## src/rtl/fifo_push_arbiter.sv

```systemverilog
// Packet-aware round-robin arbiter for a shared FIFO push port.
// Whole packets are granted, and new starts are throttled near full.
module fifo_push_arbiter #(
    parameter int PORTS      = 4,
    parameter int DATA_WIDTH = 8,
    parameter int OCC_WIDTH  = 5,
    parameter int HIGH_WATER = 12,
    localparam int IW        = (PORTS > 1) ? $clog2(PORTS) : 1
) (
    input  logic                        clk,
    input  logic                        reset,
    input  logic [PORTS-1:0]            io_req_valid,
    output logic [PORTS-1:0]            io_req_ready,
    input  logic [PORTS*DATA_WIDTH-1:0] io_req_payload,
    input  logic [PORTS-1:0]            io_req_last,
    output logic                        io_out_valid,
    input  logic                        io_out_ready,
    output logic [DATA_WIDTH-1:0]       io_out_payload,
    output logic [IW-1:0]               io_out_source,
    input  logic [OCC_WIDTH-1:0]        io_occupancy,
    input  logic                        io_flush,
    output logic [PORTS-1:0]            io_grant,
    output logic                        io_throttled
);

    typedef enum logic {
        IDLE,
        LOCKED
    } state_t;

    state_t          state;
    state_t          state_nxt;
    logic [IW-1:0]   lock_idx;
    logic [IW-1:0]   lock_idx_nxt;
    logic [IW-1:0]   rr_ptr;
    logic [IW-1:0]   rr_ptr_nxt;
    logic [15:0]     packet_count;

    logic            sel_found;
    logic [IW-1:0]   sel_idx;
    logic            below_hw;
    logic            gnt_active;
    logic [IW-1:0]   gnt_idx;
    logic [PORTS-1:0] gnt_vec;
    logic            fire;
    logic            fire_last;

    function automatic logic [IW-1:0] wrap_inc(
        input logic [IW-1:0] i
    );
        if (int'(i) == PORTS - 1) begin
            return '0;
        end
        return i + 1'b1;
    endfunction

    assign below_hw =
        io_occupancy < OCC_WIDTH'(HIGH_WATER);

    // Rotating priority search starting at rr_ptr.
    always_comb begin
        int p;
        sel_found = 1'b0;
        sel_idx   = '0;
        p         = 0;
        for (int k = 0; k < PORTS; k++) begin
            p = int'(rr_ptr) + k;
            if (p >= PORTS) begin
                p = p - PORTS;
            end
            if (!sel_found && io_req_valid[IW'(p)]) begin
                sel_found = 1'b1;
                sel_idx   = IW'(p);
            end
        end
    end

    // Grant and datapath mux; reset and flush mask everything.
    always_comb begin
        gnt_active = 1'b0;
        gnt_idx    = '0;
        if (!reset && !io_flush) begin
            unique case (state)
                IDLE: begin
                    if (sel_found && below_hw) begin
                        gnt_active = 1'b1;
                        gnt_idx    = sel_idx;
                    end
                end
                LOCKED: begin
                    gnt_active = 1'b1;
                    gnt_idx    = lock_idx;
                end
                default: ;
            endcase
        end
        gnt_vec = '0;
        if (gnt_active) begin
            gnt_vec[gnt_idx] = 1'b1;
        end
        io_grant       = gnt_vec;
        io_out_valid   = gnt_active && io_req_valid[gnt_idx];
        io_out_payload =
            io_req_payload[gnt_idx*DATA_WIDTH +: DATA_WIDTH];
        io_out_source  = gnt_idx;
        io_req_ready   = io_out_ready ? gnt_vec : '0;
        io_throttled   = !reset && (state == IDLE) && !below_hw;
        fire           = io_out_valid && io_out_ready;
        fire_last      = fire && io_req_last[gnt_idx];
    end

    // Next state: flush abandons any packet, transfers advance.
    always_comb begin
        state_nxt    = state;
        rr_ptr_nxt   = rr_ptr;
        lock_idx_nxt = lock_idx;
        if (io_flush) begin
            state_nxt  = IDLE;
            rr_ptr_nxt = '0;
        end else if (fire) begin
            if (fire_last) begin
                state_nxt  = IDLE;
                rr_ptr_nxt = wrap_inc(gnt_idx);
            end else begin
                state_nxt    = LOCKED;
                lock_idx_nxt = gnt_idx;
            end
        end
    end

    // State register with synchronous reset.
    always_ff @(posedge clk) begin
        if (reset) begin
            state        <= IDLE;
            rr_ptr       <= '0;
            lock_idx     <= '0;
            packet_count <= '0;
        end else begin
            state    <= state_nxt;
            rr_ptr   <= rr_ptr_nxt;
            lock_idx <= lock_idx_nxt;
            if (fire_last) begin
                packet_count <= packet_count + 16'd1;
            end
        end
    end

endmodule

```

## config.mk

```make
export PLATFORM = sky130hd
export DESIGN_NAME = fifo_push_arbiter
export DESIGN_NICKNAME = d
export VERILOG_FILES = /design/src/rtl/fifo_push_arbiter.sv
export SDC_FILE = /design/constraint.sdc
export NUM_CORES = 1
export LEC_CHECK = 0
export ABC_AREA = 1
export BUFFER_PORTS_ARGS = -buffer_cell sky130_fd_sc_hd__buf_2
export CORE_MARGIN = 4
export CORE_UTILIZATION = 35
export CTS_BUF_LIST = sky130_fd_sc_hd__clkbuf_16
export DETAILED_ROUTE_END_ITERATION = 16
export PLACE_DENSITY_LB_ADDON = 0.25
export SYNTH_ARGS = -nofsm -noshare
export SYNTH_HDL_FRONTEND = slang
export SYNTH_SLANG_ARGS = --single-unit
```

## constraint.sdc

```tcl
create_clock -name clk -period 10.4 [get_ports clk]
set_input_delay 3.12 -clock clk [delete_from_list [all_inputs] [get_ports clk]]
set_output_delay 3.12 -clock clk [all_outputs]
set_load 0.1 [all_outputs]
```

; After elaboration in Yosys (flattened, before gate mapping)
; Cells that the tools add are included.
[op_classes]
n_lt_le_gt_ge = 11
eq_ne = 1
bitwise_logic = 3
shift = 1
n_reduce_logical = 20
mux = 45
add_sub_neg = 8
[op_table]
columns = op, count
row1 = $shiftx 32x6->8, 1
row2 = $mux 2, 12
row3 = $mux 1, 22
row4 = $lt 2x4->1 const B, 4
row5 = $bmux 1 s2, 6
row6 = $logic_and 1x1->1, 11
row7 = $ge 3x3->1 const B, 3
row8 = $mux 4, 2
row9 = $sub 2x1->2 const B, 4
row10 = $add 2x2->3 const B, 2
row11 = $logic_not 1->1, 6
row12 = $lt 5x4->1 const B, 1
row13 = $pmux 2 s2, 1
row14 = $add 2x1->3 const B, 1
row15 = $ge 2x3->1 const B, 1
row16 = $lt 2x3->1 const B, 1
row17 = $not 1->1, 3
row18 = $reduce_and 3->1, 1
row19 = $add 2x1->2 const B, 1
row20 = $demux 1 s2, 1
row21 = $eq 2x1->1 const B, 1
row22 = $ge 2x1->1 const B, 1
row23 = $pmux 1 s2, 1
row24 = $reduce_and 2->1, 1
row25 = $reduce_or 2->1, 1
[totals]
out_inout_bits = 20
ff_bits = 5
input_bits = 49

; Depth between registers and ports, before layout
[depth]
ltp_word = 28
ltp_mapped = 22
ltp_nobuf = 19

; Worst setup path after synthesis
; OpenSTA, ideal clock, no wires.
[synth_path]
kind = input port to output port
start = input io_req_valid[2]
end = output io_req_ready[3]
t_required_ns = 7.280
stages = 14
arrival_ns = 6.905
path_buffers = 2
path_slack_ns = 0.375
cell_sequence = inv_1 > nand2_4 > nand3_1 > nand2_2 > inv_1 > nand3_1 > nand3_1 > nand2_1 > nor2_4 > buf_6 > buf_2 > ha_1 > inv_1 > nor3_1
[synth_between]
elab_chain_cells = 23
elab_cells_between_ends = 40
cone_classes = order compare (2) / mux (30) / reduce/logical (8)
[synth_lines]
columns = item, line_no
row1 = start: declaration, 12  ; input logic [PORTS-1:0] io_req_valid,
row2 = $bmux 1 s2, 71  ; if (!sel_found && io_req_valid[IW'(p)]) begin
row3 = $mux 1 (not written as such) (2 in series), 71
row4 = $mux 1, 71
row5 = $logic_not 1->1, 71
row6 = $logic_and 1x1->1, 71
row7 = $mux 1, 71
row8 = $logic_not 1->1, 71
row9 = $logic_and 1x1->1, 71
row10 = (+7 left out), -
row11 = $mux 2 (*), 82  ; if (!reset && !io_flush) begin
row12 = via io_out_source[0], 19  ; output logic [IW-1:0] io_out_source,
row13 = $lt 2x3->1 (not written as such) or $ge 2x1->1 (tied branches), 99  ; gnt_vec[gnt_idx] = 1'b1;
row14 = $logic_and 1x1->1 (not written as such), 99
row15 = $mux 1 (not written as such), 99
row16 = $demux 1 s2 (*), 99
row17 = $mux 4 (*), 98  ; if (gnt_active) begin
row18 = $mux 4 (*), 106  ; io_req_ready = io_out_ready ? gnt_vec : '0;
row19 = end: declaration, 13  ; output logic [PORTS-1:0] io_req_ready,
; The timed path passes the listed nets; every way through them passes the cells marked *. The select of a mux whose other input is x is not followed.

; Final worst setup path
[layout_path]
start = input io_req_valid[3]
end = output io_req_ready[2]
[layout_between]
elab_chain_cells = 23
elab_cells_between_ends = 40
cone_classes = order compare (2) / mux (30) / reduce/logical (8)
[layout_lines]
columns = item, line_no
row1 = $bmux 1 s2, 71
row2 = $mux 1 (not written as such) (2 in series), 71
row3 = $mux 1, 71
row4 = $logic_not 1->1, 71
row5 = $logic_and 1x1->1, 71
row6 = $mux 1, 71
row7 = $logic_not 1->1, 71
row8 = $logic_and 1x1->1, 71
row9 = (+6 left out), -
row10 = $pmux 2 s2, 83  ; unique case (state)
row11 = $mux 2, 82
row12 = $lt 2x3->1 (not written as such) or $ge 2x1->1 (tied branches), 99
row13 = $logic_and 1x1->1 (not written as such), 99
row14 = $mux 1 (not written as such), 99
row15 = $demux 1 s2, 99
row16 = $mux 4 (*), 98
row17 = $mux 4 (*), 106
; Every way passes the cells marked *; elsewhere a longest branch is shown, timed or not. The select of a mux whose other input is x is not followed.

==> results.md <==
- The placement-stage cell area is about 1400 sq um.
- The depth of the worst register-to-register path is 17.
- Once the clock tree was built, the setup fixing pass inserted 0 buffers.
- Measured along the y axis, the die boundary spans roughly 64 microns.
- For this run, the number of Yosys warnings is 0.
- The worst-case IR drop observed on VDD is just over 0.06 mV.
- Routability-driven placement finished with a final weighted congestion of about 0.85.
- For this design the static power due to leakage is approximately 0.0008 uW.
- The synthesis-stage register bit count is 5.
- Net switching is just under 40% of the power.
- The part of the total power dissipated in the clock network is roughly 45%.
- TritonCTS created 3 clock buffers.
- The share of synthesized area occupied by flip-flops and latches is just over 9%.
- The final period utilization is 83.3%.
- STA puts the critical path data required time at between 7 and 8 ns.
- In the global route stage, met2 resource usage came out at between 20% and 30%.
- The total instance count after detailed placement is 301.
- The total I/O pin count is 69.
- The post-cts sizing count is 0.
- STA classifies the critical path startpoint as an input pin.
- The cell depth of the worst hold path is 2.
- The transition time of the tightest slew-check pin is ~0.74 ns.
- In the global route stage, met1 resource usage came out at a little over a fifth.
- After detailed routing, the average wire length per cell comes to 10.7 microns.
- The count of antenna-violating nets left after detailed routing is 0.
- The critical setup path kind is in2out.
- Setup repair after global routing left no endpoint under its margin.
- The type of element capturing the critical path is an output port.
- The count of pins over their slew limit came to 0.
- The initial utilization of the core area, before any placement, comes to between 30% and 40%.
- Dividing total power by cell area gives a power density of 92.4 nW/um^2.
- The CTS tree is yes.
- The cell row count is 20.
- The total number of vias is between 1000 and 1500.
- The count of mapped cells out of synthesis is 199.
- The count of hold buffers inserted by post-cts repair is 0.
- The count of buffers added on input and output ports is 66.
- The global-route wire length before repair is between 5 and 6 mm.
- In this run the most used layer during global routing was met2.
- The cell area after synthesis is 1090 sq um.
- The final instance count without filler cells is roughly 310.
- The run finished with clean final reports.
- The core outline area is just over 3000 sq um.
- The final HPWL from detailed placement is between 2 and 3 mm.
- The count of final setup violators is 0.
- The residual overflow from global routing is 0.
- The number of distinct library cells after synthesis is 26.
- The mean area per synthesized cell is 5.49 sq um.
- The horizontal die dimension is approximately 64 microns.
- The net count after synthesis is about 250.
- Using the TritonRoute via totals, the vias-per-cell ratio works out to between 4 and 5.
- The number of antenna violations at the first check in global routing came to 0.
- The final layout contains routed wiring with a total length of between 3 and 4 mm.
- The pre-antenna-repair detailed-routing pass consisted of 4 iterations.
- In this run the worst hold path is classified as reg2reg.
- Counting every sink on the clock net gives 5.
- In the routed design, unresolved DRC markers number 0.
- Static timing analysis puts the maximum clock frequency at around 0.12 GHz.
- The final-report hold violation count is 0.
- The number of levels in the clock H-tree is 1.
- For the finished layout, the period the worst path requires is 8.66 ns.
- The via count of the first global-routing pass came to 1298.
- In this run the deepest clock path goes through 2 buffers.
- In this run the tightest slew margin relative to its limit is around 50%.
- The net switching power is roughly 54 uW.
- Power comes to around 140 uW.
- The repair_antennas step left the layout with diodes totalling 0.
- After routing the design area is around 1500 sq um.
- The fraction of final layout cells with drive strength greater than 1 is a little under two fifths.
- The combinational power share is between 40 and 50%.
- From synthesis to final layout, the design area changed by 36.9%.
- The number of DRC markers after the initial detailed-route iteration is 69.
- The setup skew after layout is a little under 0.0003 ns.
- The cell-internal power is roughly 85 uW.
- The clock slew at the register clock pins of the worst setup and hold paths is around 0.030 ns.
- The die covers just over 4000 sq um.
- For the final routed database, the setup TNS stands at 0 ns.
- The most frequent standard cell in the layout excluding fill and tap cells is sky130_fd_sc_hd__buf_2.
- The proportion of power drawn by flip-flops and latches is around 14%.
- At the worst endpoint, the arrival time is ~5.5 ns.
- The insertion delay of the later-clocked pin in the worst-skew pair is approximately 0.22 ns.
- The root buffer cell chosen for the clock tree is sky130_fd_sc_hd__clkbuf_16.
- Max-cap violations in this run came to 0.
- The final-stage net count is ~320.
- The maximum fanout count along the critical path is 24.
- The total track usage is roughly 16%.
- Hold is met by around 0.47 ns.
- Leaving out fill and tap cells, the most frequent cells in the layout are 66 x sky130_fd_sc_hd__buf_2, 52 x sky130_fd_sc_hd__nand2_1, 32 x sky130_fd_sc_hd__nor2_1, 20 x sky130_fd_sc_hd__inv_1, 17 x sky130_fd_sc_hd__o21ai_0.
- Global routing consumed, on the met3 layer, 1.93% of the routing resources.
- The pin count of the biggest net entering global routing is 25.
cell usage after synthesis:
master,instances,share of area [%]
sky130_fd_sc_hd__nor3_1,4,1.8
sky130_fd_sc_hd__nand3b_1,1,0.69
sky130_fd_sc_hd__o21ai_1,1,0.46
sky130_fd_sc_hd__inv_1,19,6.5
sky130_fd_sc_hd__inv_2,1,0.34
sky130_fd_sc_hd__inv_4,1,0.57
sky130_fd_sc_hd__nand2_2,11,6.3
sky130_fd_sc_hd__a21oi_1,4,1.8
sky130_fd_sc_hd__buf_2,4,1.8
sky130_fd_sc_hd__buf_8,1,1.4
sky130_fd_sc_hd__nor2_4,4,4.1
sky130_fd_sc_hd__o21ai_0,17,7.8
sky130_fd_sc_hd__a21oi_2,2,1.6
sky130_fd_sc_hd__o22ai_1,8,4.6
sky130_fd_sc_hd__dfxtp_1,5,9.2
sky130_fd_sc_hd__nand3_1,14,6.4
sky130_fd_sc_hd__clkbuf_1,1,0.34
sky130_fd_sc_hd__nor2_1,32,11
sky130_fd_sc_hd__buf_6,2,2.1
sky130_fd_sc_hd__nand4_1,1,0.57
sky130_fd_sc_hd__nand2_1,52,18
sky130_fd_sc_hd__clkinv_1,1,0.34
sky130_fd_sc_hd__nor2_2,2,1.1
sky130_fd_sc_hd__ha_1,4,4.6
sky130_fd_sc_hd__nand3_2,5,4.6
sky130_fd_sc_hd__nand2_4,2,2.1
logic make-up (layout without fill, tap and decap cells):
| logic type | after synthesis | count (layout) | share of synthesized area (%) |
|---|---|---|---|
| DFF | 5 | 5 | 9.16 |
| and+or+nand+nor | 128 | 128 | 56.6 |
| AOI/OAI and AO/OA | 32 | 32 | 16.3 |
| buffers and inverters | 30 | 92 | 13.4 |
| adders and majority gates | 4 | 4 | 4.58 |
through the flow:
| step | utilization [%] | setup WS (ns) |
|---|---|---|
| 2_1_floorplan | - | 0.375 |
| 3_3_place_gp | 46.8 | 1.75 |
| 3_5_place_dp | 46.8 | 1.73 |
| 4_1_cts | 49.4 | 1.70 |
| 5_1_grt | 49.4 | 1.47 |
| 6_report | 49.4 | 1.74 |
sequential cells by signal (all words and copies together), names as in the netlist:
name	cells
rr_ptr	2
state	1
lock_idx	2
layer usage:
metal,part of all wire [%],up-vias
li1,-,760
met1,45,589
met2,48,51
met3,6.8,2
met4,0.31,0
met5,0,-
area by class of cell:
type                            count  area, sq um
Fill cell                         327         1530
Multi-Input combinational cell    164          846
Timing Repair Buffer               66          330
Sequential cell                     5          100
Inverter                           22         85.1
Clock buffer                        3         75.1
Tap cell                           44         55.1
Clock inverter                      1         3.75
power by group through the flow:
| stage | Sequential, uW | Clock [uW] | Combinational (uW) |
|---|---|---|---|
| 3_3_place_gp | 19.9 | 0 | 56.6 |
| 3_5_place_dp | 19.9 | 0 | 57.0 |
| 5_1_grt | 19.6 | 64.0 | 61.7 |
| 4_1_cts | 19.6 | 62.3 | 57.2 |
| 2_1_floorplan | 19.8 | 0 | 42.7 |
| 6_report | 19.6 | 61.7 | 56.9 |
worst max-delay path: stages:
cell and delay, ns:
sky130_fd_sc_hd__buf_2 0.12, sky130_fd_sc_hd__inv_1 0.06, sky130_fd_sc_hd__nand2_1 0.07, sky130_fd_sc_hd__nand3_1 0.14, sky130_fd_sc_hd__nand2_2 0.09, sky130_fd_sc_hd__nor2_4 0.15, sky130_fd_sc_hd__nand3_2 0.08, sky130_fd_sc_hd__nand2_2 0.10
sky130_fd_sc_hd__a21oi_2 0.09, sky130_fd_sc_hd__nand2_1 0.57, sky130_fd_sc_hd__ha_1 0.27, sky130_fd_sc_hd__inv_1 0.05, sky130_fd_sc_hd__nor3_1 0.17, sky130_fd_sc_hd__buf_2 0.45
worst paths after layout:
path	start	to	slack [ns]
worst max-delay path	io_req_valid[3]	io_req_ready[2]	1.74
worst min register to register	lock_idx[1]	lock_idx[1]	0.47
worst min-delay path	lock_idx[1]	lock_idx[1]	0.47
worst max register to register	rr_ptr[0]	lock_idx[0]	7.53
Note: power is estimated with default switching activity, not from simulation.
